`config.mk`:
```
export PLATFORM = sky130hd
export DESIGN_NAME = regfile_wr_sched_flat
export DESIGN_NICKNAME = d
export VERILOG_FILES = /design/src/rtl/regfile_wr_sched_if.sv /design/src/rtl/regfile_wr_sched.sv /design/src/flat_wrapper.sv
export SDC_FILE = /design/constraint.sdc
export NUM_CORES = 1
export LEC_CHECK = 0
export ABC_AREA = 0
export ABC_CLOCK_PERIOD_IN_PS = 5000
export CORE_MARGIN = 4
export CORE_UTILIZATION = 35
export DETAILED_ROUTE_END_ITERATION = 10
export MAX_ROUTING_LAYER = met4
export PLACE_DENSITY = 0.82
export SYNTH_ARGS = -nofsm -noshare
export SYNTH_HDL_FRONTEND = slang
export SYNTH_SLANG_ARGS = --single-unit
```
`constraint.sdc`:
```
create_clock -name CLK -period 5 [get_ports CLK]
set_clock_uncertainty 0.15 [all_clocks]
set_input_delay 1 -clock CLK [delete_from_list [all_inputs] [get_ports CLK]]
set_output_delay 1 -clock CLK [all_outputs]
set_load 0.005 [all_outputs]
```
`src/rtl/regfile_wr_sched_if.sv`:
```
// Writeback request bus: NREQ requesters offering (rd, wd) to the regfile write scheduler.
// master = requester side, slave = scheduler side.
interface regfile_wr_sched_if #(
  parameter int unsigned NREQ = 3
);
  logic [NREQ-1:0]    req_valid;
  logic [5*NREQ-1:0]  req_rd;
  logic [32*NREQ-1:0] req_wd;
  logic [NREQ-1:0]    req_ready;

  modport master (
    output req_valid,
    output req_rd,
    output req_wd,
    input  req_ready
  );

  modport slave (
    input  req_valid,
    input  req_rd,
    input  req_wd,
    output req_ready
  );
endinterface

```
`src/rtl/regfile_wr_sched.sv`:
```
// Owner of the integer regfile write port: clears x1..x31 after reset, then arbitrates writebacks.
// Optional macro RF_SCHED_FIXED_PRIO_EN selects fixed priority (lowest index) instead of round-robin.
module regfile_wr_sched #(
  parameter int unsigned NREQ    = 3,
  parameter logic [31:0] SP_INIT = 32'h3FBFC,
  parameter logic [31:0] BP_INIT = 32'h3FBFC
) (
  input  logic                CLK,
  input  logic                RST,
  regfile_wr_sched_if.slave   req,
  output logic                rf_we,
  output logic [4:0]          rf_rd,
  output logic [31:0]         rf_wd,
  output logic                init_done
);

  localparam int unsigned PtrW = (NREQ > 1) ? $clog2(NREQ) : 1;

  typedef enum logic [0:0] {StClear, StRun} state_t;

  state_t            state_q;
  logic [4:0]        idx_q;
  logic [PtrW-1:0]   rr_ptr;
  logic [NREQ-1:0]   gnt;
  logic              gnt_any;
  logic [4:0]        sel_rd;
  logic [31:0]       sel_wd;

`ifdef RF_SCHED_FIXED_PRIO_EN
  assign rr_ptr = '0;
`else
  logic [PtrW-1:0]   rr_ptr_q;
  logic [PtrW-1:0]   gnt_idx;
  assign rr_ptr = rr_ptr_q;
`endif

  // Two passes: first requesters at or above rr_ptr, then wrap to the lowest index.
  always_comb begin
    gnt     = '0;
    gnt_any = 1'b0;
    sel_rd  = '0;
    sel_wd  = '0;
`ifndef RF_SCHED_FIXED_PRIO_EN
    gnt_idx = '0;
`endif
    if (state_q == StRun) begin
      for (int i = 0; i < int'(NREQ); i++) begin
        if (!gnt_any && req.req_valid[i] && (i >= int'(rr_ptr))) begin
          gnt[i]  = 1'b1;
          gnt_any = 1'b1;
          sel_rd  = req.req_rd[5*i +: 5];
          sel_wd  = req.req_wd[32*i +: 32];
`ifndef RF_SCHED_FIXED_PRIO_EN
          gnt_idx = PtrW'(i);
`endif
        end
      end
      for (int i = 0; i < int'(NREQ); i++) begin
        if (!gnt_any && req.req_valid[i]) begin
          gnt[i]  = 1'b1;
          gnt_any = 1'b1;
          sel_rd  = req.req_rd[5*i +: 5];
          sel_wd  = req.req_wd[32*i +: 32];
`ifndef RF_SCHED_FIXED_PRIO_EN
          gnt_idx = PtrW'(i);
`endif
        end
      end
    end
  end

  assign req.req_ready = gnt;

  always_ff @(posedge CLK) begin
    if (RST) begin
      state_q   <= StClear;
      idx_q     <= 5'd1;
`ifndef RF_SCHED_FIXED_PRIO_EN
      rr_ptr_q  <= '0;
`endif
      rf_we     <= 1'b0;
      rf_rd     <= '0;
      rf_wd     <= '0;
      init_done <= 1'b0;
    end else begin
      case (state_q)
        StClear: begin
          rf_we <= 1'b1;
          rf_rd <= idx_q;
          rf_wd <= (idx_q == 5'd2) ? SP_INIT :
                   (idx_q == 5'd8) ? BP_INIT : 32'd0;
          idx_q <= idx_q + 5'd1;
          if (idx_q == 5'd31) begin
            state_q   <= StRun;
            init_done <= 1'b1;
          end
        end
        StRun: begin
          if (gnt_any) begin
            // A request to x0 is consumed but never reaches the regfile.
            rf_we <= (sel_rd != 5'd0);
            rf_rd <= sel_rd;
            rf_wd <= sel_wd;
`ifndef RF_SCHED_FIXED_PRIO_EN
            rr_ptr_q <= (gnt_idx == PtrW'(NREQ - 1)) ? '0 : gnt_idx + 1'b1;
`endif
          end else begin
            rf_we <= 1'b0;
          end
        end
        default: state_q <= StClear;
      endcase
    end
  end

endmodule

```
`src/flat_wrapper.sv`:
```
// flat-port wrapper written by rule: the top's interface ports become plain ports
module regfile_wr_sched_flat 
#(
  parameter int unsigned NREQ    = 3,
  parameter logic [31:0] SP_INIT = 32'h3FBFC,
  parameter logic [31:0] BP_INIT = 32'h3FBFC
)
  (CLK, RST, rf_we, rf_rd, rf_wd, init_done, req_req_valid, req_req_rd, req_req_wd, req_req_ready);
  regfile_wr_sched_if #(.NREQ(NREQ)) req_i ();
  input  logic CLK;
  input  logic RST;
  output logic rf_we;
  output logic [4:0] rf_rd;
  output logic [31:0] rf_wd;
  output logic init_done;
  input wire logic [$bits(req_i.req_valid)-1:0] req_req_valid;
  input wire logic [$bits(req_i.req_rd)-1:0] req_req_rd;
  input wire logic [$bits(req_i.req_wd)-1:0] req_req_wd;
  output wire logic [$bits(req_i.req_ready)-1:0] req_req_ready;
  assign req_i.req_valid = req_req_valid;
  assign req_i.req_rd = req_req_rd;
  assign req_i.req_wd = req_req_wd;
  assign req_req_ready = req_i.req_ready;
  regfile_wr_sched #(.NREQ(NREQ), .SP_INIT(SP_INIT), .BP_INIT(BP_INIT)) u_core (.CLK(CLK), .RST(RST), .req(req_i), .rf_we(rf_we), .rf_rd(rf_rd), .rf_wd(rf_wd), .init_done(init_done));
endmodule
```
=== Word-level counts from Yosys, hierarchy flattened ===
Cells that the tools add are included.

* Register bits: 47
* Latch bits: 0
* Memory bits (writable): 0
* Bits in read-only memories: 0
* Input port bits: 116
* Output and inout port bits: 42
* Logic and storage cells: 82
* Memories kept: 0

* Add/sub/neg operators: 2
* Multipliers: 0
* Divide/modulo/power cells: 0
* Magnitude comparators: 3
* Equal/unequal tests: 5
* Shift-type cells: 0
* Muxes and demuxes: 48
* Bitwise operators: 1
* Reduce and logical (&&, ||, !) cells: 16

{| class="wikitable"
|+ Operators by type and width
! operator !! count
|-
| 2-to-1 mux 32 bit || 8
|-
| one-hot mux 32 bit (2 select lines) || 1
|-
| 2-to-1 mux 5 bit || 8
|-
| 2-to-1 mux 1 bit || 21
|-
| 2-to-1 mux 18 bit || 1
|-
| 2-to-1 mux 2 bit || 6
|-
| one-hot mux 5 bit (2 select lines) || 1
|-
| logical AND 1 bit || 8
|-
| adder 5 x 1 -> 5 bit (second input constant) || 1
|-
| == test 5 x 2 -> 1 bit (second input constant) || 1
|-
| == test 5 x 4 -> 1 bit (second input constant) || 1
|-
| == test 5 bit (second input constant) || 1
|-
| zero test 1 bit || 5
|-
| nonzero test 5 bit || 1
|-
| >= comparator 1 x 2 -> 1 bit (first input constant) || 2
|-
| AND reduction 2 bit || 2
|-
| 2-to-1 mux 3 bit || 1
|-
| adder 2 x 1 -> 2 bit (second input constant) || 1
|-
| == test 2 bit (second input constant) || 1
|-
| >= comparator 2 bit (first input constant) || 1
|-
| inequality test 2 bit (second input constant) || 1
|-
| one-hot mux 1 bit (2 select lines) || 1
|-
| NOT 1 bit || 1
|}

=== Depth between registers and ports, before layout ===
Gate-level depths: netlist (run 1).

* Depth in word-level cells: 29
* Depth in mapped cells: 10
* Gate-level depth less buffers: 7

=== Worst setup path after synthesis (run 1) ===
Ideal clock, no wire load.

* Kind: input -> output
* Start: input port req_req_valid[1]
* End: output port req_req_ready[2]
* Data arrival time: 2,310 ps
* Data required time: 3,850 ps
* Setup slack: 1,540 ps
* Stages: 8
* Buffers on the path: 4
* Path through: buf_6 > or2_1 > buf_2 > or3_1 > buf_6 > o21ai_4 > buf_2 > and2_1

* Word-level cells in the longest chain between the ends: 21
* Elaborated cells on any way between the ends: 22
* Classes of those cells: 11 x mux; 11 x reduce/logical

{| class="wikitable"
|+ RTL lines
! element !! line !! text
|-
| from (decl) || flat_wrapper.sv:16 || <nowiki>input wire logic [$bits(req_i.req_valid)-1:0] req_req_valid;</nowiki>
|-
| logical AND 1 bit (2 in series) || regfile_wr_sched.sv:48 || <nowiki>if (!gnt_any && req.req_valid[i] && (i >= int'(rr_ptr))) begin</nowiki>
|-
| 2-to-1 mux 1 bit || regfile_wr_sched.sv:48 ||
|-
| 2-to-1 mux 1 bit || regfile_wr_sched.sv:46 || <nowiki>if (state_q == StRun) begin</nowiki>
|-
| zero test 1 bit || regfile_wr_sched.sv:48 ||
|-
| logical AND 1 bit (2 in series) || regfile_wr_sched.sv:48 ||
|-
| 2-to-1 mux 1 bit || regfile_wr_sched.sv:48 ||
|-
| 2-to-1 mux 1 bit || regfile_wr_sched.sv:46 ||
|-
| zero test 1 bit || regfile_wr_sched.sv:59 || <nowiki>if (!gnt_any && req.req_valid[i]) begin</nowiki>
|-
| [... 3 more ...] || n/a ||
|-
| zero test 1 bit || regfile_wr_sched.sv:59 ||
|-
| logical AND 1 bit || regfile_wr_sched.sv:59 ||
|-
| 2-to-1 mux 1 bit || regfile_wr_sched.sv:59 ||
|-
| 2-to-1 mux 1 bit || regfile_wr_sched.sv:46 ||
|-
| zero test 1 bit || regfile_wr_sched.sv:59 ||
|-
| logical AND 1 bit || regfile_wr_sched.sv:59 ||
|-
| 2-to-1 mux 1 bit (*) || regfile_wr_sched.sv:59 ||
|-
| 2-to-1 mux 3 bit (*) || regfile_wr_sched.sv:46 ||
|-
| to (decl) || flat_wrapper.sv:19 || <nowiki>output wire logic [$bits(req_i.req_ready)-1:0] req_req_ready;</nowiki>
|}

Every way passes the cells marked *; elsewhere a longest branch is shown, timed or not. The select of a mux whose other input is x is not followed.

=== Worst setup path after layout (run 1) ===
* Start: input port req_req_valid[2]
* End: output port req_req_ready[2]

* Word-level cells in the longest chain between the ends: 16
* Elaborated cells on any way between the ends: 17
* Classes of those cells: 9 x mux; 8 x reduce/logical

{| class="wikitable"
|+ RTL lines
! element !! line
|-
| logical AND 1 bit (2 in series) || regfile_wr_sched.sv:48
|-
| 2-to-1 mux 1 bit || regfile_wr_sched.sv:48
|-
| 2-to-1 mux 1 bit || regfile_wr_sched.sv:46
|-
| zero test 1 bit || regfile_wr_sched.sv:59
|-
| logical AND 1 bit || regfile_wr_sched.sv:59
|-
| 2-to-1 mux 1 bit || regfile_wr_sched.sv:59
|-
| 2-to-1 mux 1 bit || regfile_wr_sched.sv:46
|-
| zero test 1 bit || regfile_wr_sched.sv:59
|-
| logical AND 1 bit || regfile_wr_sched.sv:59
|-
| 2-to-1 mux 1 bit || regfile_wr_sched.sv:59
|-
| 2-to-1 mux 1 bit || regfile_wr_sched.sv:46
|-
| zero test 1 bit || regfile_wr_sched.sv:59
|-
| logical AND 1 bit || regfile_wr_sched.sv:59
|-
| 2-to-1 mux 1 bit (*) || regfile_wr_sched.sv:59
|-
| 2-to-1 mux 3 bit (*) || regfile_wr_sched.sv:46
|}

Marks and branches as above.

==> summary.txt, run 1 <==
Yosys
  – Largest cells by area after synthesis: dfxtp_1, a222oi_1, nor2_1
  – Post-synthesis area per instance: 8.56 sq um
  – Synth Warn #: 0
  – Register bit count reported by yosys: 47
  – Synthesized cell area: 2780 sq um
  – Post-Synth XOR/XNOR Area: 0.629%
  – Post-synthesis simple-gate area fraction: 21.2%
  – Cell variety after synth: 51
  – Post-synth top area share: 33.8%
  – Post-synth EDFFs: 0
  – Synth Flop Type: dfxtp_1
  – Area fraction in compound gates after synthesis: 34.8%
  – Largest area contributor in the netlist: dfxtp_1
  – Synth Instances: 325
  – Adder-Cell Fraction of Synth Area: 1.80%
  – Async SR Flop Fraction: 0%
  – Largest family of logic cells by synthesized area: compound AO/OA/AOI/OAI gates
  – Portion of netlist area occupied by mux cells: 1.08%
  – Synth Net Count: 445
  – Register area share after synthesis: 33.8%

Clock tree
  – TritonCTS clock tree: done
  – Clk sinks: 47
  – CTS buffer count: 5
  – Clk slew on worst S/H paths: 0.08 ns
  – Root Buffer: clkbuf_8
  – Hold_buf cts: 0
  – H-tree Lvls: 2
  – Post-CTS Setup Repair Bufs: 0
  – Post_cts resized: 0
  – Clock buffer depth: 2
  – Worst skew pair latency: 0.30 ns

Global routing
  – Vias in the first global route: 3269
  – First-pass GRT wire length: 16500 um
  – Initial antenna violation count: 0
  – Grt ovf: 0
  – Gr usage total: 21.8%
  – Largest net degree at the start of global routing: 49

Final layout
  – Area growth syn-to-layout: 60.3%
  – Layout Nets: 584
  – Util after Layout: 57.7%
  – Commonest non-fill, non-tap cell in the layout: clkdlybuf4s50_1
  – Final std cells w/o fill: 566
  – Ant. Diodes: 0
  – Share of cells above drive strength 1: 7.76%
  – Final instance area: 4460 sq um
  – Most frequent cells in the layout: clkdlybuf4s50_1, nor2_1, dfxtp_1

Critical path
  – Slowest cell delay on critical path: 0.82 ns
  – Crit path top cell by count: clkdlybuf4s50_1
  – Worst EP required: 3.85 ns
  – Crit path cell chain: clkdlybuf4s50_1 > inv_1 > or3_1 > o21ai_4 > and2_1 > clkdlybuf4s50_1
  – Reg2reg end: u_core.rf_wd[14]
  – CP arrival: 3.40 ns
  – R2R setup slack: 1.99 ns
  – Crit end category: primary output
  – Crit Path Category: input port to primary output
  – Reg2reg path depth: 6
  – Critical R2R Launch: u_core.state_q
  – Delay-heaviest family, CP: buffers and inverters
  – Buf/Inv on CP: 3
  – WP depth: 6
  – Critical Path Fanout Max: 16
  – Crit path launch type: input port
  – Critical-path top delay cell: clkdlybuf4s50_1

Pwr
  – Logic pwr share: 25.8%
  – Power Total: 0.846 mW
  – Pint: 0.631 mW
  – Clock share of power: 27.6%
  – Leakage: 1.61 nW
  – Max VDD drop: 0.175 mV
  – Seq pwr share: 46.6%
  – Switching fraction of total power: 25.4%
  – Pwr Density: 190 nW/um^2
  – Net Switching: 0.215 mW

Timing
  – Post-route minimum period: 4.55 ns
  – Tightest Pin Transition: 1.02 ns
  – Final hold vios: 0
  – Max Freq: 220 MHz
  – Final setup margin: 0.447 ns
  – Unrepaired setup endpoints after global routing: false
  – Pins Over Slew Limit: 0
  – Fin Hold WS: 0.323 ns
  – Setup TNS Final: 0 ns
  – Setup violators final: 0
  – Worst slew margin: 31.9%
  – Final period util: 91.1%

Die
  – Full die area: 9440 sq um
  – Core ar.: 7730 sq um
  – Die W: 97.2 um
  – Site Rows: 32
  – Initial Util: 36.0%
  – Top Ports: 158
  – Die Ht: 97.2 um

Placed design
  – PortBufs: 157
  – Placed Instance Area: 4370 sq um
  – Post-place setup slack: 0.457 ns
  – Placed insts: 559
  – Hpwl dp: 7820 um
  – Placer Congestion: 0.874

Hold path
  – Hold Path Stages: 2
  – HP Class: flip-flop to flip-flop
  – Worst hold start: u_core.rf_wd[10]
  – Hold Crit Endpoint: u_core.rf_wd[10]

Route
  – Avg WL per Cell: 18.7 um
  – Highest routed layer: met4
  – Post-route met1 wirelength: 4280 um
  – Post-Route WL: 10600 um
  – Routed vias: 3199
  – Via density: 5.65
  – DRT iter0 DRCs: 237
  – DRC violations left: 0
  – Met2 wire len: 5470 um
  – Routed Antenna Nets: 0
  – Met3 WL post-DR: 765 um
  – Drt first pass iters: 6

Run
  – MaxCap Viol Count: 0

Outcome
  – Status: finished, final reports clean
[flip-flops by register name, summed over array words and instances, names as in the netlist]
register / flops
u_core.rf_we: 1
u_core.idx_q: 5
u_core.rr_ptr: 2
u_core.init_done: 1
u_core.state_q: 1
u_core.rf_rd: 5
u_core.rf_wd: 32
[layout make-up]
type | instances | area (sq um)
Inverter | 8 | 30.0
Multi-Input combinational cell | 238 | 1660
Timing Repair Buffer | 164 | 1620
Clock buffer | 6 | 82.6
Tap cell | 102 | 128
Sequential cell | 47 | 941
Clock inverter | 1 | 5.00
Fill cell | 676 | 3270
[power by group through the flow]
stage,sequential (mW),clock (mW),combinational (mW)
global placement,0.402,0,0.213
global route,0.396,0.252,0.233
finish,0.394,0.234,0.218
floorplan,0.402,0,0.0876
CTS,0.394,0.239,0.218
detailed placement,0.403,0,0.217
[per-layer routing]
layer,up-vias,GRT usage [%]
li1,1529,-
met5,-,-
met3,11,4.59
met1,1535,25.3
met4,0,4.32
met2,124,39.0
[how the worst max path moves through the flow]
stage	from	end
2_1_floorplan	req_req_valid[1]	req_req_ready[2]
3_3_place_gp	req_req_valid[2]	req_req_ready[2]
3_5_place_dp	req_req_valid[2]	req_req_ready[2]
4_1_cts	req_req_valid[2]	req_req_ready[2]
5_1_grt	req_req_valid[2]	req_req_ready[2]
6_report	req_req_valid[2]	req_req_ready[2]
[kinds of logic after synthesis]
kind of cell,count (synthesis)
AOI/OAI and AO/OA,119
and+or+nand+nor,110
DFF,47
buffers and inverters,40
adders and majority gates,4
muxes,3
xor gates and xnor gates,2
[synthesized netlist by cell type (6+ instances only)]
cell type and instances:
dfxtp_1 47, nor3_2 15, a21oi_1 16, a211oi_1 6
nor2_1 51, nand2_1 12, a222oi_1 28, a2bb2oi_1 14
o21a_1 14, inv_1 7, clkbuf_1 23, o22ai_1 7
[worst register-to-register path, cell delays in order, from the launching register on]
cell and delay, ns:
dfxtp_1 0.57, inv_1 0.69, nor3_2 0.11, buf_4 0.24, nor2_1 0.80, o21a_1 0.25, nor3_2 0.05
Note: power is estimated with default switching activity, not from simulation.
==> inputs of run 2 (changes only) <==
--- a/config.mk
+++ b/config.mk
@@ -7,8 +7,10 @@
 export LEC_CHECK = 0
 export ABC_AREA = 0
 export ABC_CLOCK_PERIOD_IN_PS = 5000
+export CORE_ASPECT_RATIO = 0.75
 export CORE_MARGIN = 4
 export CORE_UTILIZATION = 35
+export CTS_CLUSTER_SIZE = 16
 export DETAILED_ROUTE_END_ITERATION = 10
 export MAX_ROUTING_LAYER = met4
 export PLACE_DENSITY = 0.82
==> summary.txt, run 2 (same netlist as run 1, synthesis figures left out) <==
Global routing
  – Initial antenna violation count: 0 (unchanged)
  – Busiest grt layer: met2 (unchanged)
  – Grt ovf: 0 (unchanged)
  – Gr usage total: 20.8% (was 21.8%)
  – Largest net degree at the start of global routing: 49 (unchanged)
  – GR Util met3: 6.27% (was 4.59%)
  – Met1 Usage GRT: 24.4% (was 25.3%)
  – First-pass GRT wire length: 15800 um (was 16500 um)
  – Met2 usage: 35.3% (was 39.0%)
  – Vias in the first global route: 3303 (was 3269)

Critical path
  – Reg2reg path depth: 6 (unchanged)
  – Critical R2R Launch: u_core.state_q (unchanged)
  – Crit Path Category: input port to primary output (unchanged)
  – Slowest cell delay on critical path: 0.57 ns (was 0.82 ns)
  – Crit end category: primary output (unchanged)
  – Delay-heaviest family, CP: buffers and inverters (unchanged)
  – Buf/Inv on CP: 4 (was 3)
  – Critical-path top delay cell: clkdlybuf4s50_1 (unchanged)
  – Crit path launch type: input port (unchanged)
  – Worst EP required: 3.85 ns (about the same)
  – Crit path cell chain: clkdlybuf4s50_1 > buf_4 > inv_1 > or3_1 > o21ai_4 > and2_1 > clkdlybuf4s50_1 (was clkdlybuf4s50_1 > inv_1 > or3_1 > o21ai_4 > and2_1 > clkdlybuf4s50_1)
  – Crit path top cell by count: clkdlybuf4s50_1 (unchanged)
  – R2R setup slack: 1.97 ns (was 1.99 ns)
  – Reg2reg end: u_core.rf_wd[6] (was u_core.rf_wd[14])
  – Critical Path Fanout Max: 16 (unchanged)
  – CP arrival: 3.14 ns (was 3.40 ns)

Final layout
  – Fillcell total: 691 (was 676)
  – Max FFs per register: 32 (unchanged)
  – Biggest register: u_core.rf_wd (unchanged)
  – Ant. Diodes: 0 (unchanged)
  – Area growth syn-to-layout: 61.3% (was 60.3%)
  – Commonest non-fill, non-tap cell in the layout: clkdlybuf4s50_1 (unchanged)
  – Largest registers in the final layout: u_core.rf_wd (32), u_core.idx_q (5), u_core.rf_rd (5) (unchanged)
  – Layout Nets: 584 (unchanged)
  – Share of cells above drive strength 1: 7.96% (was 7.76%)
  – Most frequent cells in the layout: clkdlybuf4s50_1, nor2_1, dfxtp_1 (unchanged)

Clock tree
  – H-tree Lvls: 2 (unchanged)
  – Clk sinks: 47 (unchanged)
  – Clk slew on worst S/H paths: 0.08 ns (about the same)
  – Worst skew pair latency: 0.29 ns (was 0.30 ns)
  – Root Buffer: clkbuf_8 (unchanged)
  – Post_cts resized: 0 (unchanged)
  – Hold_buf cts: 0 (unchanged)
  – TritonCTS clock tree: done (unchanged)
  – Clock buffer depth: 2 (unchanged)
  – CTS buffer count: 5 (unchanged)
  – Post-CTS Setup Repair Bufs: 0 (unchanged)

Die
  – Die W: 111 um (was 97.2 um)
  – Site Rows: 27 (was 32)
  – Die Ht: 85.2 um (was 97.2 um)
  – Initial Util: 36.9% (was 36.0%)
  – Full die area: 9460 sq um (was 9440 sq um)
  – Core ar.: 7530 sq um (was 7730 sq um)
  – Top Ports: 158 (unchanged)

Timing
  – Pins Over Slew Limit: 0 (unchanged)
  – Final hold vios: 0 (unchanged)
  – Setup violators final: 0 (unchanged)
  – Tightest Pin Transition: 1.03 ns (was 1.02 ns)
  – Unrepaired setup endpoints after global routing: false (unchanged)
  – Worst slew margin: 31.2% (was 31.9%)
  – Max Freq: 233 MHz (was 220 MHz)
  – Setup TNS Final: 0 ns (unchanged)
  – Fin Hold WS: 0.330 ns (was 0.323 ns)
  – Post-route minimum period: 4.29 ns (was 4.55 ns)
  – Final setup margin: 0.714 ns (was 0.447 ns)
  – Final period util: 85.7% (was 91.1%)

Route
  – Via density: 5.58 (was 5.65)
  – Post-Route WL: 9900 um (was 10600 um)
  – Drt first pass iters: 6 (unchanged)
  – DRT iter0 DRCs: 331 (was 237)
  – Routed vias: 3160 (was 3199)
  – DRC violations left: 0 (unchanged)
  – Routed Antenna Nets: 0 (unchanged)
  – Avg WL per Cell: 17.5 um (was 18.7 um)

Placed design
  – Hpwl dp: 7680 um (was 7820 um)
  – Post-place setup slack: 0.707 ns (was 0.457 ns)
  – Placer Congestion: 0.880 (was 0.874)
  – PortBufs: 157 (unchanged)

Hold path
  – Worst hold start: u_core.init_done (was u_core.rf_wd[10])
  – Hold Crit Endpoint: u_core.init_done (was u_core.rf_wd[10])
  – HP Class: flip-flop to flip-flop (unchanged)
  – Hold Path Stages: 2 (unchanged)

Pwr
  – Net Switching: 0.213 mW (was 0.215 mW)
  – Max VDD drop: 0.118 mV (was 0.175 mV)
  – Logic pwr share: 24.1% (was 25.8%)
  – Clock share of power: 32.0% (was 27.6%)
  – Leakage: 1.62 nW (was 1.61 nW)
  – Seq pwr share: 43.9% (was 46.6%)
  – Pint: 0.685 mW (was 0.631 mW)
  – Pwr Density: 200 nW/um^2 (was 190 nW/um^2)
  – Switching fraction of total power: 23.8% (was 25.4%)

Outcome
  – Status: finished, final reports clean (unchanged)

Run
  – MaxCap Viol Count: 0 (unchanged)
[run 2: how the worst max path moves through the flow]
stage                           from               end  slack, ns  cells after the start
detailed placement  req_req_valid[2]  req_req_ready[2]       0.71                      7
floorplan           req_req_valid[1]  req_req_ready[2]       1.54                      8
finish              req_req_valid[2]  req_req_ready[2]       0.71                      7
global placement    req_req_valid[2]  req_req_ready[2]       0.74                      7
global route        req_req_valid[1]  req_req_ready[0]       0.60                      6
CTS                 req_req_valid[2]  req_req_ready[2]       0.70                      7
[run 2: power by group through the flow]
| stage | Combinational [mW] | Sequential (mW) | Clock (mW) |
|---|---|---|---|
| 4_1_cts | 0.217 | 0.394 | 0.296 |
| 6_report | 0.217 | 0.394 | 0.287 |
| 3_3_place_gp | 0.212 | 0.403 | 0 |
| 3_5_place_dp | 0.216 | 0.403 | 0 |
| 5_1_grt | 0.234 | 0.396 | 0.312 |
| 2_1_floorplan | 0.0876 | 0.402 | 0 |
[run 2: layout make-up]
class / count / area (sq um) / area share, %
clock buffers: 6 / 82.6 / 1.84
clock inverters: 2 / 35.0 / 0.780
inverters: 8 / 30.0 / 0.669
multi-input cells: 238 / 1660 / 36.9
flip-flops and latches: 47 / 941 / 21.0
well taps: 101 / 126 / 2.81
repair buffers: 164 / 1620 / 36.1
[run 2: worst reg2reg max path, stage by stage (launching register included)]
cell	delay (ns)
dfxtp_1	0.58
inv_1	0.69
nor3_2	0.11
buf_4	0.24
nor2_1	0.81
o21a_1	0.25
nor3_2	0.05
[run 2: per-stage QoR]
stage | instance area, sq um | utilization [%] | std cells | power, mW
floorplan | 2780 | - | 325 | 0.490
global placement | 4370 | 58.0 | 558 | 0.614
detailed placement | 4370 | 58.0 | 558 | 0.619
CTS | 4490 | 59.6 | 566 | 0.907
global route | 4490 | 59.6 | 566 | 0.942
finish | 4490 | 59.6 | 566 | 0.898
[run 2: per-layer routing]
metal,vias up,share of wire (%),wire length (um)
li1,1531,-,-
met3,12,8.1,797
met4,0,1.2,123
met1,1489,42,4160
met5,-,0,0
met2,128,49,4810
==> inputs of run 3 (changes only) <==
--- a/config.mk
+++ b/config.mk
@@ -7,13 +7,14 @@
 export LEC_CHECK = 0
 export ABC_AREA = 0
 export ABC_CLOCK_PERIOD_IN_PS = 5000
-export CORE_ASPECT_RATIO = 0.75
+export CORE_ASPECT_RATIO = 0.7
 export CORE_MARGIN = 4
 export CORE_UTILIZATION = 35
 export CTS_CLUSTER_SIZE = 16
 export DETAILED_ROUTE_END_ITERATION = 10
 export MAX_ROUTING_LAYER = met4
 export PLACE_DENSITY = 0.82
+export SLEW_MARGIN = 10
 export SYNTH_ARGS = -nofsm -noshare
 export SYNTH_HDL_FRONTEND = slang
 export SYNTH_SLANG_ARGS = --single-unit
==> summary.txt, run 3 (same netlist as run 1, synthesis figures left out) <==
Die
  – Site Rows: 26 (was 27)
  – Core ar.: 7510 sq um (was 7530 sq um)
  – Top Ports: 158 (unchanged)
  – Die W: 115 um (was 111 um)
  – Die Ht: 82.6 um (was 85.2 um)
  – Initial Util: 37.0% (was 36.9%)
  – Full die area: 9460 sq um (about the same)

Critical path
  – Critical R2R Launch: u_core.state_q (unchanged)
  – Reg2reg end: u_core.rf_wd[7] (was u_core.rf_wd[6])
  – Critical Path Fanout Max: 16 (unchanged)
  – Critical-path top delay cell: clkdlybuf4s50_1 (unchanged)
  – Worst EP required: 3.85 ns (about the same)
  – Buf/Inv on CP: 3 (was 4)
  – Crit end category: primary output (unchanged)
  – Delay-heaviest family, CP: buffers and inverters (unchanged)
  – CP arrival: 3.35 ns (was 3.14 ns)
  – Crit path launch type: input port (unchanged)
  – Slowest cell delay on critical path: 0.79 ns (was 0.57 ns)
  – Crit path top cell by count: clkdlybuf4s50_1 (unchanged)
  – R2R setup slack: 2.22 ns (was 1.97 ns)
  – Reg2reg path depth: 5 (was 6)
  – Crit path cell chain: clkdlybuf4s50_1 > inv_1 > or3_1 > o21ai_4 > and2_1 > clkdlybuf4s50_1 (was clkdlybuf4s50_1 > buf_4 > inv_1 > or3_1 > o21ai_4 > and2_1 > clkdlybuf4s50_1)
  – Crit Path Category: input port to primary output (unchanged)

Placed design
  – Placer Congestion: 0.880 (unchanged)
  – PortBufs: 157 (unchanged)
  – Post-place setup slack: 0.524 ns (was 0.707 ns)
  – Hpwl dp: 7740 um (was 7680 um)

Global routing
  – Vias in the first global route: 3155 (was 3303)
  – Initial antenna violation count: 0 (unchanged)
  – Largest net degree at the start of global routing: 37 (was 49)
  – First-pass GRT wire length: 15300 um (was 15800 um)
  – Gr usage total: 21.1% (was 20.8%)
  – Grt ovf: 0 (unchanged)

Pwr
  – Pint: 0.703 mW (was 0.685 mW)
  – Clock share of power: 33.2% (was 32.0%)
  – Switching fraction of total power: 23.1% (was 23.8%)
  – Seq pwr share: 43.2% (was 43.9%)
  – Logic pwr share: 23.7% (was 24.1%)
  – Pwr Density: 203 nW/um^2 (was 200 nW/um^2)
  – Max VDD drop: 0.141 mV (was 0.118 mV)
  – Leakage: 1.62 nW (about the same)
  – Net Switching: 0.212 mW (was 0.213 mW)

Timing
  – Setup TNS Final: 0 ns (unchanged)
  – Post-route minimum period: 4.50 ns (was 4.29 ns)
  – Unrepaired setup endpoints after global routing: false (unchanged)
  – Setup violators final: 0 (unchanged)
  – Final setup margin: 0.500 ns (was 0.714 ns)
  – Final hold vios: 0 (unchanged)
  – Tightest Pin Transition: 1.00 ns (was 1.03 ns)
  – Pins Over Slew Limit: 0 (unchanged)
  – Fin Hold WS: 0.325 ns (was 0.330 ns)
  – Worst slew margin: 32.9% (was 31.2%)
  – Max Freq: 222 MHz (was 233 MHz)
  – Final period util: 90.0% (was 85.7%)

Clock tree
  – H-tree Lvls: 2 (unchanged)
  – Post_cts resized: 0 (unchanged)
  – Hold_buf cts: 0 (unchanged)
  – Post-CTS Setup Repair Bufs: 0 (unchanged)
  – Clk sinks: 47 (unchanged)
  – Clock buffer depth: 2 (unchanged)
  – TritonCTS clock tree: done (unchanged)
  – Root Buffer: clkbuf_16 (was clkbuf_8)
  – Worst skew pair latency: 0.27 ns (was 0.29 ns)
  – Clk slew on worst S/H paths: 0.06 ns (was 0.08 ns)
  – CTS buffer count: 5 (unchanged)

Run
  – MaxCap Viol Count: 0 (unchanged)

Final layout
  – Util after Layout: 59.8% (was 59.6%)
  – Largest registers in the final layout: u_core.rf_wd (32), u_core.idx_q (5), u_core.rf_rd (5) (unchanged)
  – Area growth syn-to-layout: 61.6% (was 61.3%)
  – Share of cells above drive strength 1: 7.34% (was 7.96%)
  – Max FFs per register: 32 (unchanged)
  – Commonest non-fill, non-tap cell in the layout: clkdlybuf4s50_1 (unchanged)
  – Layout Nets: 584 (unchanged)
  – Ant. Diodes: 0 (unchanged)
  – Most frequent cells in the layout: clkdlybuf4s50_1, nor2_1, dfxtp_1 (unchanged)
  – Biggest register: u_core.rf_wd (unchanged)

Route
  – DRT iter0 DRCs: 301 (was 331)
  – Avg WL per Cell: 17.9 um (was 17.5 um)
  – Via density: 5.64 (was 5.58)
  – Post-Route WL: 10100 um (was 9900 um)
  – DRC violations left: 0 (unchanged)
  – Drt first pass iters: 7 (was 6)
  – Routed Antenna Nets: 0 (unchanged)
  – Routed vias: 3166 (was 3160)

Hold path
  – Hold Crit Endpoint: u_core.rf_wd[10] (was u_core.init_done)
  – Worst hold start: u_core.rf_wd[10] (was u_core.init_done)
  – HP Class: flip-flop to flip-flop (unchanged)
  – Hold Path Stages: 2 (unchanged)

Outcome
  – Status: finished, final reports clean (unchanged)
## run 3: changes by cell type in the layout (fill, tap and decap cells not counted), sizes merged
cell / previous run / this run
clkinv: 1 / 0
bufinv: 1 / 0
## run 3: through the flow
step	cell area (sq um)	power, mW	cells
6_report	4500	0.915	561
5_1_grt	4500	0.957	561
4_1_cts	4500	0.924	561
3_5_place_dp	4370	0.619	555
3_3_place_gp	4370	0.614	555
2_1_floorplan	2780	0.490	325
## run 3: area by class of cell
class                           instances  area, sq um
Sequential cell                        47          941
Clock buffer                            6          129
Multi-Input combinational cell        238         1660
Tap cell                               98          123
Inverter                                8         30.0
Fill cell                             676         3020
Timing Repair Buffer                  164         1620
## run 3: worst max-delay path by stage
stage	to	start	cells past startpoint
global placement	req_req_ready[2]	req_req_valid[2]	6
detailed placement	req_req_ready[2]	req_req_valid[2]	6
floorplan	req_req_ready[2]	req_req_valid[1]	8
CTS	req_req_ready[2]	req_req_valid[2]	6
finish	req_req_ready[2]	req_req_valid[2]	6
global route	req_req_ready[2]	req_req_valid[2]	6
## run 3: power by group through the flow
stage | combinational, mW | sequential, mW | clock [mW]
finish | 0.216 | 0.395 | 0.303
global route | 0.233 | 0.397 | 0.327
CTS | 0.217 | 0.395 | 0.312
detailed placement | 0.216 | 0.403 | 0
global placement | 0.212 | 0.402 | 0
floorplan | 0.0876 | 0.402 | 0
## run 3: metal layers
metal,track usage [%],vias up,wire length [um]
li1,-,1535,-
met1,25.7,1494,4280
met2,35.8,131,4830
met3,6.26,6,887
met4,2.61,0,51
met5,-,-,0
## run 3: worst min-delay path, delay by kind of cell, from the launching register on
kind	cells	cell delay, ns
AO/OA/AOI/OAI	1	0.05
buffers and inverters	1	0.06
flip-flops	1	0.31
